===== src/rtl/spi_mem_engine.sv =====
// SPI mode-0 master that turns one latched 16-bit hub request into a single
// SRAM or Flash transaction, returning read data with a one-cycle ready pulse.
module spi_mem_engine #(
    parameter int unsigned CLK_DIV = 1
) (
    input  logic        clk,
    input  logic        reset,
    input  logic        mem_req,
    input  logic        mem_we,
    input  logic [15:0] mem_addr,
    input  logic [15:0] mem_wdata,
    input  logic        mem_cs_select,
    output logic [15:0] mem_rdata,
    output logic        mem_ready,
    output logic        mem_busy,
    output logic        spi_sclk,
    output logic        spi_mosi,
    input  logic        spi_miso,
    output logic        spi_ram_cs_n,
    output logic        spi_flash_cs_n,
    output logic [2:0]  dbg_state
);

    // Handshake: mem_req is a level held by the hub until mem_ready pulses;
    // the request is latched in IDLE and a new one is only accepted after
    // mem_req has been seen low in RELEASE, so a held request cannot retrigger.
    typedef enum logic [2:0] {
        IDLE    = 3'd0,
        SHIFT   = 3'd1,
        FINISH  = 3'd2,
        DONE    = 3'd3,
        RELEASE = 3'd4
    } state_t;

    localparam logic [7:0] DIV_LAST = 8'(CLK_DIV - 1);

    state_t      state;
    logic [47:0] tx_sr;
    logic [15:0] rx_sr;
    logic [7:0]  div_cnt;
    logic [5:0]  bit_cnt;
    logic        is_read;
    logic        is_flash;
    logic [47:0] frame;
    logic [5:0]  last_bit;

    assign dbg_state = state;
    assign last_bit  = is_flash ? 6'd47 : 6'd39;

    // Left-aligned frame; SRAM frames are 40 bits so the low byte is padding.
    always_comb begin
        frame = 48'h0;
        if (mem_cs_select)
            frame = {8'h03, 8'h00, 4'h0, mem_addr[11:0], 16'h0000};
        else if (mem_we)
            frame = {8'h02, mem_addr, mem_wdata[7:0], mem_wdata[15:8], 8'h00};
        else
            frame = {8'h03, mem_addr, 16'h0000, 8'h00};
    end

    always_ff @(posedge clk) begin
        if (reset) begin
            state          <= IDLE;
            tx_sr          <= 48'h0;
            rx_sr          <= 16'h0;
            div_cnt        <= 8'd0;
            bit_cnt        <= 6'd0;
            is_read        <= 1'b0;
            is_flash       <= 1'b0;
            mem_rdata      <= 16'h0000;
            mem_ready      <= 1'b0;
            mem_busy       <= 1'b0;
            spi_sclk       <= 1'b0;
            spi_mosi       <= 1'b0;
            spi_ram_cs_n   <= 1'b1;
            spi_flash_cs_n <= 1'b1;
        end else begin
            case (state)
                IDLE: begin
                    if (mem_req) begin
                        is_read  <= ~mem_we;
                        is_flash <= mem_cs_select;
                        mem_busy <= 1'b1;
                        if (mem_cs_select && mem_we) begin
                            // Flash is read-only: complete without touching the bus.
                            mem_ready <= 1'b1;
                            state     <= DONE;
                        end else begin
                            tx_sr    <= frame;
                            spi_mosi <= frame[47];
                            spi_sclk <= 1'b0;
                            div_cnt  <= 8'd0;
                            bit_cnt  <= 6'd0;
                            if (mem_cs_select)
                                spi_flash_cs_n <= 1'b0;
                            else
                                spi_ram_cs_n <= 1'b0;
                            state <= SHIFT;
                        end
                    end
                end
                SHIFT: begin
                    if (div_cnt == DIV_LAST) begin
                        div_cnt <= 8'd0;
                        if (!spi_sclk) begin
                            spi_sclk <= 1'b1;
                            rx_sr    <= {rx_sr[14:0], spi_miso};
                        end else begin
                            spi_sclk <= 1'b0;
                            if (bit_cnt == last_bit) begin
                                state <= FINISH;
                            end else begin
                                bit_cnt  <= bit_cnt + 6'd1;
                                tx_sr    <= {tx_sr[46:0], 1'b0};
                                spi_mosi <= tx_sr[46];
                            end
                        end
                    end else begin
                        div_cnt <= div_cnt + 8'd1;
                    end
                end
                FINISH: begin
                    spi_ram_cs_n   <= 1'b1;
                    spi_flash_cs_n <= 1'b1;
                    spi_mosi       <= 1'b0;
                    spi_sclk       <= 1'b0;
                    // Bytes arrive low byte first.
                    if (is_read)
                        mem_rdata <= {rx_sr[7:0], rx_sr[15:8]};
                    mem_ready <= 1'b1;
                    state     <= DONE;
                end
                DONE: begin
                    mem_ready <= 1'b0;
                    state     <= RELEASE;
                end
                RELEASE: begin
                    if (!mem_req) begin
                        mem_busy <= 1'b0;
                        state    <= IDLE;
                    end
                end
                default: state <= IDLE;
            endcase
        end
    end

endmodule

===== config.mk =====
export PLATFORM = sky130hd
export DESIGN_NAME = spi_mem_engine
export DESIGN_NICKNAME = d
export VERILOG_FILES = /design/src/rtl/spi_mem_engine.sv
export SDC_FILE = /design/constraint.sdc
export NUM_CORES = 1
export LEC_CHECK = 0
export CORE_ASPECT_RATIO = 1.25
export CORE_MARGIN = 3
export CORE_UTILIZATION = 55
export CTS_CLUSTER_SIZE = 10
export DETAILED_ROUTE_END_ITERATION = 6
export DONT_BUFFER_PORTS = 1
export GPL_TIMING_DRIVEN = 0
export PLACE_DENSITY = 0.69
export SETUP_SLACK_MARGIN = 0.05
export SLEW_MARGIN = 20
export SYNTH_ARGS = -nofsm -noshare
export SYNTH_HDL_FRONTEND = slang
export SYNTH_SLANG_ARGS = --single-unit

===== constraint.sdc =====
create_clock -name clk -period 3.1 [get_ports clk]
set_clock_uncertainty 0.05 [all_clocks]
set_input_delay 0.31 -clock clk [delete_from_list [all_inputs] [get_ports clk]]
set_output_delay 0.31 -clock clk [all_outputs]
set_load 0.02 [all_outputs]

## Yosys cells after proc, flatten, opt, wreduce, memory -nomap -nowiden

Index checks and enable logic that the tools add are counted.

| operators by class | value |
|---|---|
| equality and inequality tests | 15 |
| reductions and logical operators | 20 |
| bitwise gates (word level) | 2 |
| mux-type cells | 51 |
| add/sub/neg operators | 2 |

Operator list:

| cell | count |
|---|---|
| $mux 47 | 5 |
| $pmux 47 s2 | 1 |
| $mux 41 | 2 |
| $mux 6 | 5 |
| $mux 8 | 3 |
| $ne 2x2->1 const B | 10 |
| $mux 1 | 19 |
| $pmux 8 s2 | 1 |
| $mux 3 | 5 |
| $pmux 3 s5 | 1 |
| $pmux 6 s2 | 1 |
| $reduce_and 3->1 | 4 |
| $reduce_and 4->1 | 3 |
| $reduce_and 6->1 | 2 |
| $pmux 1 s3 | 3 |
| $add 8x1->8 const B | 1 |
| $logic_not 8->1 | 1 |
| $add 6x1->6 const B | 1 |
| $eq 3x2->1 const B | 2 |
| $eq 6x6->1 | 1 |
| $pmux 1 s2 | 3 |
| $reduce_bool 2->1 | 3 |
| $reduce_bool 3->1 | 2 |
| $reduce_and 5->1 | 1 |
| 8 further kinds | 10 |

| word-level totals | value |
|---|---|
| logic and storage cells | 104 |
| output and inout bits | 25 |
| flip-flop bits (word level) | 104 |

## Longest topological paths before layout

Gate-level depths: netlist of run 1.

| logic depth | value |
|---|---|
| depth after elaboration | 6 |
| mapped depth | 8 |

## Least setup slack after synthesis of run 1

OpenSTA, ideal clock, no wires.

| timing | value |
|---|---|
| path type | register to register |
| start | register div_cnt[0] |
| end | register rx_sr[10] |
| data arrival time | 1.820 ns |
| slack | 1.102 ns |
| cell stages (with the launch flop) | 9 |
| setup time | 0.128 ns |
| period minus slack after synthesis | 1.998 ns |
| required time | 2.922 ns |
| path through | dfxtp_1 -> inv_1 -> ha_1 -> or4b_4 -> nor4_2 -> buf_4 -> buf_8 -> mux2i_1 -> nor2_1 |

| on the way | value |
|---|---|
| word-level cells in the longest chain between the ends | 2 |

Ends and longest elaborated chain:

| item | RTL line | text |
|---|---|---|
| start: declaration | 40 | `logic [7:0] div_cnt;` |
| start signal: assignment | 119 | `div_cnt <= div_cnt + 8'd1;` |
| $logic_not 8->1 | 103 | `if (div_cnt == DIV_LAST) begin` |
| $reduce_and 3->1 (no source line) | - |  |
| end signal: assignment | 107 | `rx_sr <= {rx_sr[14:0], spi_miso};` |
| end: declaration | 39 | `logic [15:0] rx_sr;` |

Every way passes these cells.
A chain may end at the register's enable or synchronous reset.

## Worst setup path in the final report of run 1

| timing | value |
|---|---|
| start | register state[2], in the netlist dbg_state[2] |
| end | register tx_sr[8] |

| on the way | value |
|---|---|
| word-level cells in the longest chain between the ends | 3 |

Ends and longest elaborated chain:

| item | RTL line | text |
|---|---|---|
| start: declaration | 37 | `state_t state;` |
| start signal: assignment | 63 | `state <= IDLE;` |
| start signal: assignment | 87 | `state <= DONE;` |
| start signal: assignment | 98 | `state <= SHIFT;` |
| $eq 3x1->1 or $logic_not 3->1 (tied branches) | 78 | `case (state)` |
| $ne 2x2->1 (no source line) or $reduce_bool 2->1 (tied branches) | - |  |
| $reduce_and 6->1 (no source line) | - |  |
| end signal: assignment | 89 | `tx_sr <= frame;` |
| end signal: assignment | 114 | `tx_sr <= {tx_sr[46:0], 1'b0};` |
| end: declaration | 38 | `logic [47:0] tx_sr;` |

Several ways; a longest one is shown, not always the timed one.

==> results.txt, run 1 <==
- After synthesis the cells add up to 0.00457 sq mm.
- Summing all flip-flop and latch instances after layout gives 0.00192 sq mm.
* Clk pin slew, worst setup/hold paths: 0.10 ns
- Data on the critical path arrives at its endpoint at 2.77 ns.
* Post-Route Setup TNS: 0 ns
* Peak Freq: 395 MHz
- The die covers 0.00944 sq mm.
* Count of vias placed by the detailed router: 3975
- Gate power share: 23.8%
- Measured on the finished design, the core utilization comes to 61.7%.
* Post-DRT Antenna Nets: 0
* Class of the most critical hold timing path: input pin to register
- Effective utilization at floorplan: 57.6%
- Sequential share of power: 48.8%
- The Yosys step of the flow raised 0 warnings.
- Initial antenna violation count: 2
- In the synthesized netlist the async set-or-reset flop fraction comes to 0%.
- Counting instances in the post-synthesis netlist gives the leading cell types as sky130_fd_sc_hd__dfxtp_1 (96), sky130_fd_sc_hd__nand2_1 (86), sky130_fd_sc_hd__nand3_1 (39).
- Cells taking the most area after synthesis: sky130_fd_sc_hd__dfxtp_1 (42%), sky130_fd_sc_hd__nand2_1 (7.1%), sky130_fd_sc_hd__nand3_1 (4.3%)
- The first detailed-routing pass ran for 5 iterations.
- Die height: 108 um
- GRT Total Usage: 25.7%
- Post-synth top area cell: sky130_fd_sc_hd__dfxtp_1
- Maximum level of the CTS H-tree: 3
- In this run the biggest area consumer among cell types represents 42.1% of the synthesized area.
- For this block, the routed nets add up to 11800 um of wire.
- Clock root buffer master: sky130_fd_sc_hd__clkbuf_8
- The worst setup path is captured at a register.
- The wire-length estimate of the detail-placed layout is 8570 um.
- Total power density per cell area: 591 mW/mm^2
- The share of the Yosys chip area taken by registers is 42.1%.
- In this run, distinct cell masters in the synthesized netlist total 71.
- In this run, CTS created clock tree buffers numbering 9.
- Highest net fanout along the worst path: 10
- Summing all multi-input logic gate instances after layout gives 0.00239 sq mm.
- Critical path required time: 3.34 ns
- Mean area per synthesized cell: 8.80 sq um
- Across all hold checks on the routed design, the worst slack comes to 0.0319 ns.
* Die boundary width: 87.5 um
- Leakage power: 1.71 nW
- Port-buffer cells: 0
* Share of post-route cells with drive strength above 1: 14.4%
* Remaining routing DRC violations: 0
- TritonCTS built the clock tree.
- # Max-Cap Violations: 0
- # rows: 36
* Worst Tran Pin Value: 0.824 ns
- The filler cells instantiated in the layout total 696.
- Element type at the critical path start: register
* Internal power component: 1.91 mW
- After the first detailed-routing iteration, the DRC count stood at 363.
- VDD sags by at most 0.402 mV.
- Syn Nets: 560
* Per-cell routed wire length: 18.7 um
* Buffer depth of the longest clock path: 2
- Overflow after GRT: 0
- After clock tree synthesis, the setup repair step added 0 buffers.
- By startpoint and endpoint, the worst setup path is classified as register to register.
- Number of enable-type register cells in the synthesized netlist: 0
- Via count of the first global-routing pass: 3758
- Number of placed I/O pins: 63
* Net switching fraction of the power: 34.0%
- Final-report hold violation count: 0
- Number of max-slew violations in the final report: 0
- Routability-driven placement congestion ratio: 0.906
- Vias/cell: 6.28
* Area overhead of the layout relative to synthesis: 7.07%
* Global-route wire length before repair: 19000 um
- Net load switching power: 984 uW
- Largest net degree at the start of global routing: 18
- Counting every instance in the synthesized netlist gives 519.
* Final net count: 572
- In the synthesized netlist the dominant register cell turns out to be sky130_fd_sc_hd__dfxtp_1.
* Total setup violations reported at the end of the flow: 0
- Minimum period implied by the final worst setup slack: 2.53 ns
- The clock network accounts for 27.5% of the total power.
- Clock latency reported for the late side of the worst-skew pair: 0.38 ns
- The region available for standard cell placement spans 0.00793 sq mm.
* #FFs+latches synth: 96
- Most frequently used cell type in the post-synthesis netlist: sky130_fd_sc_hd__dfxtp_1
- The run finished with clean final reports.
- CTS Sinks: 96
- Of the available clock period, the critical path in the final layout requires 81.7%.
- Headroom to the max-slew limit: 44.7%
- Setup repair after global routing missed its margin: false
==> final cells by class <==
type	count	area share (%)
Inverter	10	0.767
Tap cell	95	2.43
Buffer	46	4.50
Multi-Input combinational cell	367	48.8
Timing Repair Buffer	1	0.205
Clock buffer	10	2.81
Sequential cell	96	39.3
Antenna cell	2	0.102
Clock inverter	6	1.05
==> cell usage in the layout (no fill, tap or decap), drive strengths merged, types with 3 or more instances in the layout <==
master / n
a21oi: 24
buf: 21
mux2: 8
nand2: 86
clkinv: 3
o211ai: 9
clkbuf: 34
nand3: 39
nor2: 33
o221a: 18
a311oi: 3
inv: 13
nor4: 7
o21ai: 10
nor3: 4
a211oi: 4
o22ai: 9
a32oi: 8
a31o: 3
dfxtp: 96
a31oi: 9
o21bai: 3
xor2: 5
ha: 3
nand3b: 11
mux2i: 19
and3: 4
or4: 3
a22o: 8
nor4b: 3
==> per-layer routing <==
layer	global-route usage [%]	up-vias	wire, um
met5	0	-	0
met4	11.7	0	263
met3	6.05	19	882
met2	42.5	142	5810
met1	31.3	1888	4880
li1	-	1926	-
==> sequential cells by signal, indices dropped and copies added, names as in the netlist <==
name / count
mem_ready: 1
spi_mosi: 1
dbg_state: 3
div_cnt: 8
is_read: 1
bit_cnt: 6
tx_sr: 39
spi_flash_cs_n: 1
is_flash: 1
rx_sr: 16
mem_busy: 1
spi_ram_cs_n: 1
spi_sclk: 1
mem_rdata: 16
==> power by group through the flow <==
stage	clock network (mW)	logic, mW	registers [mW]
after floorplan	0	0.523	1.42
after global placement	0	0.667	1.43
after detailed placement	0	0.676	1.44
after CTS	0.808	0.682	1.41
after global routing	0.858	0.750	1.42
final	0.794	0.687	1.41
==> through the flow <==
stage	instance area [sq um]	worst slack [ns]	total power, mW	instances
after global placement	4690	0.612	2.10	614
after floorplan	4570	1.10	1.94	519
final	4890	0.568	2.89	633
after detailed placement	4690	0.608	2.11	614
after CTS	4890	0.601	2.90	631
after global routing	4890	0.392	3.03	633
==> worst paths after layout <==
path,start,endpoint,slack [ns],cells past startpoint
worst max register to register,dbg_state[2],tx_sr[8],0.57,6
worst min register to register,tx_sr[41],tx_sr[41],0.42,2
worst max-delay path,dbg_state[2],tx_sr[8],0.57,6
worst min-delay path,spi_miso,rx_sr[0],0.03,2
==> cells by family after synthesis <==
logic type               synth area share, %
AND/OR/NAND/NOR                         22.5
multiplexers                            6.14
AO/OA/AOI/OAI                           21.5
adder cells (fa/ha/maj)                0.822
buffers and inverters                   5.64
flip-flops                              42.1
XOR/XNOR                                1.34
==> critical path, stage by stage (launching register included) <==
cell and delay, ns:
sky130_fd_sc_hd__dfxtp_1 0.56, sky130_fd_sc_hd__clkbuf_1 0.35, sky130_fd_sc_hd__nor2_1 0.15, sky130_fd_sc_hd__o21ai_1 0.48
sky130_fd_sc_hd__clkbuf_1 0.50, sky130_fd_sc_hd__nor3_1 0.12, sky130_fd_sc_hd__a31o_2 0.23
==> repair_timing <==
action | CTS | global route
hold endpoints to repair | 1 | 0
gates resized for setup | 0 | 0
hold buffers | 1 | 0
(Power assumes the default switching activity.)
==> inputs of run 2 (changes only) <==
Settings changed: ABC_AREA set to 1, PLACE_DENSITY 0.69 to 0.72.
Clock period 3.1 ns to 2.22 ns, I/O delays scaled along.
==> run 2 against run 1 <==
  * Power up 55%
  * Non-clock buffer count down 5
  * Register-to-register slack worse by 0.30 ns
  * Hold slack worse by 0.0063 ns
  * Wire length down 2.4%
  * Final cell count up 30%
  * Sequential share of layout area down 0.42 points
  * Critical endpoint is now tx_sr[16]
  * Largest power group unchanged
  * Highest routed layer unchanged
==> results.txt, run 2 <==
* Clk pin slew, worst setup/hold paths: 0.09 ns (was 0.10 ns)
- Share of post-route cells with drive strength above 1: 7.69% (was 14.4%)
* Total power density per cell area: 908 mW/mm^2 (was 591 mW/mm^2)
- Arr. time, crit path: 2.20 ns (was 2.77 ns)
- Detailed Routing Iterations Pass 1: 5 (unchanged)
- The number of buffers inserted by port buffering was 0 (unchanged).
- The number of antenna repair diodes is 0 (was 2).
- Post-Route Setup TNS: 0 ns (unchanged)
- Number of enable-type register cells in the synthesized netlist: 0 (unchanged)
- Internal power component: 2.91 mW (was 1.91 mW)
- Mean area per synthesized cell: 6.46 sq um (was 8.80 sq um)
- Sequential share of power: 48.0% (was 48.8%)
* Outcome: finished clean (unchanged)
* CTS Sinks: 96 (unchanged)
- Worst Slack Setup Final: 0.272 ns (was 0.568 ns)
- Overflow after GRT: 0 (unchanged)
* Area enclosed by the die boundary: 0.00947 sq mm (was 0.00944 sq mm)
* Startpoint of the lowest-slack hold path: mem_req (was spi_miso)
- Initial DRC count: 250 (was 363)
- Total placed cells including tap cells: 804 (was 614)
- The minimum hold slack came to 0.0256 ns (was 0.0319 ns).
- Peak Freq: 513 MHz (was 395 MHz)
- Post-synthesis async set-or-reset flop share: 0% (unchanged)
- Remaining routing DRC violations: 0 (unchanged)
- The top-area cell type share of the netlist area is 41.9% (was 42.1%).
* Cells taking the most area after synthesis: sky130_fd_sc_hd__dfxtp_1 (42%), sky130_fd_sc_hd__nand2_1 (16%), sky130_fd_sc_hd__nor2_1 (15%) (was sky130_fd_sc_hd__dfxtp_1 (42%), sky130_fd_sc_hd__nand2_1 (7.1%), sky130_fd_sc_hd__nand3_1 (4.3%))
- Instance count of the mapped netlist: 709 (was 519)
- Worst setup path class: register to register (unchanged)
* Final net count: 765 (was 572)
- # rows: 36 (unchanged)
* Worst reg-to-reg path cell count: 11 (was 6)
- The class of the tightest hold or removal check was input pin to register (unchanged).
- The worst setup slack for register-to-register paths is 0.27 ns (was 0.57 ns).
- The number of post-CTS setup repair buffers is 0 (unchanged).
- The area of the mapped netlist was 0.00458 sq mm (was 0.00457 sq mm).
* Critical register-to-register path startpoint: dbg_state[2] (unchanged)
- The count of endpoints failing setup in the final report came to 0 (unchanged).
* Primary FF master, synth: sky130_fd_sc_hd__dfxtp_1 (unchanged)
- Initial antenna violation count: 0 (was 2)
- Maximum level of the CTS H-tree: 3 (unchanged)
- The via count of the first global-routing pass was 4205 (was 3758).
- The start point of the critical path is dbg_state[2] (unchanged).
* Seq/Total Area, Yosys: 41.9% (was 42.1%)
- The area of the core region came to 0.00797 sq mm (was 0.00793 sq mm).
* Area overhead of the layout relative to synthesis: 7.94% (was 7.07%)
* Worst Tran Pin Value: 0.547 ns (was 0.824 ns)
- The routed wire length is 11600 um (was 11800 um).
- The endpoint of the worst hold path was is_read (was rx_sr[0]).
- Final critical-path share of the clock period: 87.8% (was 81.7%)
* Critical path required time: 2.47 ns (was 3.34 ns)
- Number of placed I/O pins: 63 (unchanged)
- Destination of the worst register-to-register timing path: tx_sr[16] (was tx_sr[8])
- Highest-count cells in the layout ignoring fill and taps: sky130_fd_sc_hd__nand2_1 (190), sky130_fd_sc_hd__nor2_1 (181), sky130_fd_sc_hd__dfxtp_1 (95) (was sky130_fd_sc_hd__dfxtp_1 (96), sky130_fd_sc_hd__nand2_1 (86), sky130_fd_sc_hd__nand3_1 (39)).
- The worst hold path cell count is 2 (unchanged).
- Leading cell types by count after synthesis: sky130_fd_sc_hd__nand2_1 (190), sky130_fd_sc_hd__nor2_1 (181), sky130_fd_sc_hd__dfxtp_1 (96) (was sky130_fd_sc_hd__dfxtp_1 (96), sky130_fd_sc_hd__nand2_1 (86), sky130_fd_sc_hd__nand3_1 (39))
- The number of max-slew violations in the final report was 0 (unchanged).
- The dominant cell type by area after synthesis was sky130_fd_sc_hd__dfxtp_1 (unchanged).
* TritonCTS clock tree: yes (unchanged)
- GRT Total Usage: 25.8% (was 25.7%)
* Net switching fraction of the power: 35.2% (was 34.0%)
- Highest net fanout along the worst path: 10 (unchanged)
- Clock root buffer master: sky130_fd_sc_hd__clkbuf_8 (unchanged)
- The post-synthesis cell type count is 30 (was 71).
- The top register by number of flip-flops is tx_sr (unchanged).
- Routability-driven placement congestion ratio: 0.869 (was 0.906)
* Worst supply voltage drop on vdd: 0.483 mV (was 0.402 mV)
- Category of the worst setup path capture point: register (unchanged)
- The most frequent standard cell in the layout excluding fill and tap cells is sky130_fd_sc_hd__nand2_1 (was sky130_fd_sc_hd__dfxtp_1).
- The leakage power summed over all cells came to 2.35 nW (was 1.71 nW).
- Headroom to the max-slew limit: 63.5% (was 44.7%)
- Minimum period implied by the final worst setup slack: 1.95 ns (was 2.53 ns)
- Syn Nets: 750 (was 560)
- Minimum setup slack after placement: 0.126 ns (was 0.608 ns)
- The initial cell density of the core was 57.5% (was 57.6%).
- Gate power share: 26.6% (was 23.8%)
- Global-route wire length before repair: 19300 um (was 19000 um)
- The non-filler instance count after layout came to 823 (was 633).
* #FFs+latches synth: 96 (unchanged)
* Largest net degree at the start of global routing: 17 (was 18)
* Net load switching power: 1.58 mW (was 984 uW)
* Final-report hold violation count: 0 (unchanged)
- Leading registers by flop count: tx_sr (39), mem_rdata (16), rx_sr (16) (unchanged)
- Half-perimeter wire length of the detailed placement result: 8320 um (was 8570 um)
* Synth warn: 0 (unchanged)
- Clk network pwr share: 25.4% (was 27.5%)
* # Max-Cap Violations: 0 (unchanged)
- The die height came to 108 um (about the same).
* Number of flip-flops under the largest register name: 39 (unchanged)
* Per-cell routed wire length: 14.0 um (was 18.7 um)
- Die boundary width: 87.6 um (was 87.5 um)
- TritonCTS buffer count: 9 (unchanged)
* Element type at the critical path start: register (unchanged)
- Setup repair after global routing missed its margin: false (unchanged)
* Post-DRT Antenna Nets: 0 (unchanged)
- Vias/cell: 5.31 (was 6.28)
* Count of vias placed by the detailed router: 4371 (was 3975)
* Most frequently used cell type in the post-synthesis netlist: sky130_fd_sc_hd__nand2_1 (was sky130_fd_sc_hd__dfxtp_1)
- Clock latency reported for the late side of the worst-skew pair: 0.37 ns (was 0.38 ns)
- The final design utilization came to 62.1% (was 61.7%).
- The maximum number of buffers from clock root to sink is 2 (unchanged).
-- run 2: cell count changes after synthesis, sizes merged, moves of 11 or more --
cell,before,now
nor2,33,186
clkbuf,24,13
o21ai,10,59
nand2,86,195
mux2i,19,0
o221a,18,0
inv,10,41
-- run 2: critical path: stages, from the launching register on --
cell and delay [ns]:
sky130_fd_sc_hd__dfxtp_1 0.56, sky130_fd_sc_hd__inv_2 0.08, sky130_fd_sc_hd__nand2_2 0.11, sky130_fd_sc_hd__nor2_4 0.06
sky130_fd_sc_hd__nand2_2 0.13, sky130_fd_sc_hd__nand2_4 0.10, sky130_fd_sc_hd__nor2_4 0.15, sky130_fd_sc_hd__nand2_2 0.08
sky130_fd_sc_hd__inv_2 0.12, sky130_fd_sc_hd__buf_2 0.27, sky130_fd_sc_hd__nor2_1 0.06, sky130_fd_sc_hd__nor2_1 0.11
-- run 2: cells by family after synthesis --
| kind of cell | count (synthesis) | synth area share [%] |
|---|---|---|
| compound gates | 91 | 10.6 |
| xor+xnor | 2 | 0.382 |
| fa+ha+maj | 3 | 0.819 |
| buf+inv | 80 | 7.53 |
| flops | 96 | 41.9 |
| simple gates | 437 | 38.8 |
-- run 2: power groups by stage --
stage               Clock [mW]  Combinational (mW)  Sequential (mW)
floorplan                    0               0.930             2.15
global placement             0                1.15             2.19
detailed placement           0                1.18             2.20
CTS                       1.16                1.19             2.16
global route              1.22                1.39             2.19
finish                    1.14                1.19             2.16
-- run 2: repair_timing --
item                                   in CTS  in global routing
endpoints found under the hold margin       7                  0
hold buffers                                4                  0
resized for setup                           0                 10
setup endpoints to repair                   0                 25
-- run 2: cell type report --
cell class,instances,area [sq um]
buffer,38,193
clock buffer,9,124
clock inverter,6,70.1
fill,771,3030
inverter,42,158
multi-input combinational,533,2320
sequential,96,1920
tap,95,119
timing repair buffer,4,40.0
-- run 2: how the worst max path moves through the flow --
stage | to | slack (ns)
floorplan | tx_sr[43] | 0.54
global placement | mem_rdata[7] | 0.16
detailed placement | mem_rdata[1] | 0.13
CTS | mem_rdata[7] | 0.11
global route | mem_rdata[7] | 0.10
finish | tx_sr[16] | 0.27
-- run 2: per-stage QoR --
stage	power [mW]	area [sq um]
2_1_floorplan	3.08	4580
3_3_place_gp	3.34	4700
3_5_place_dp	3.37	4700
4_1_cts	4.51	4940
5_1_grt	4.80	4950
6_report	4.49	4950
-- run 2: routing by layer --
metal,vias up,track usage [%],wire length [um]
met1,1999,29.9,4840
met3,24,4.50,544
met5,-,0,0
met2,98,45.9,5860
met4,0,11.0,313
li1,2250,-,-
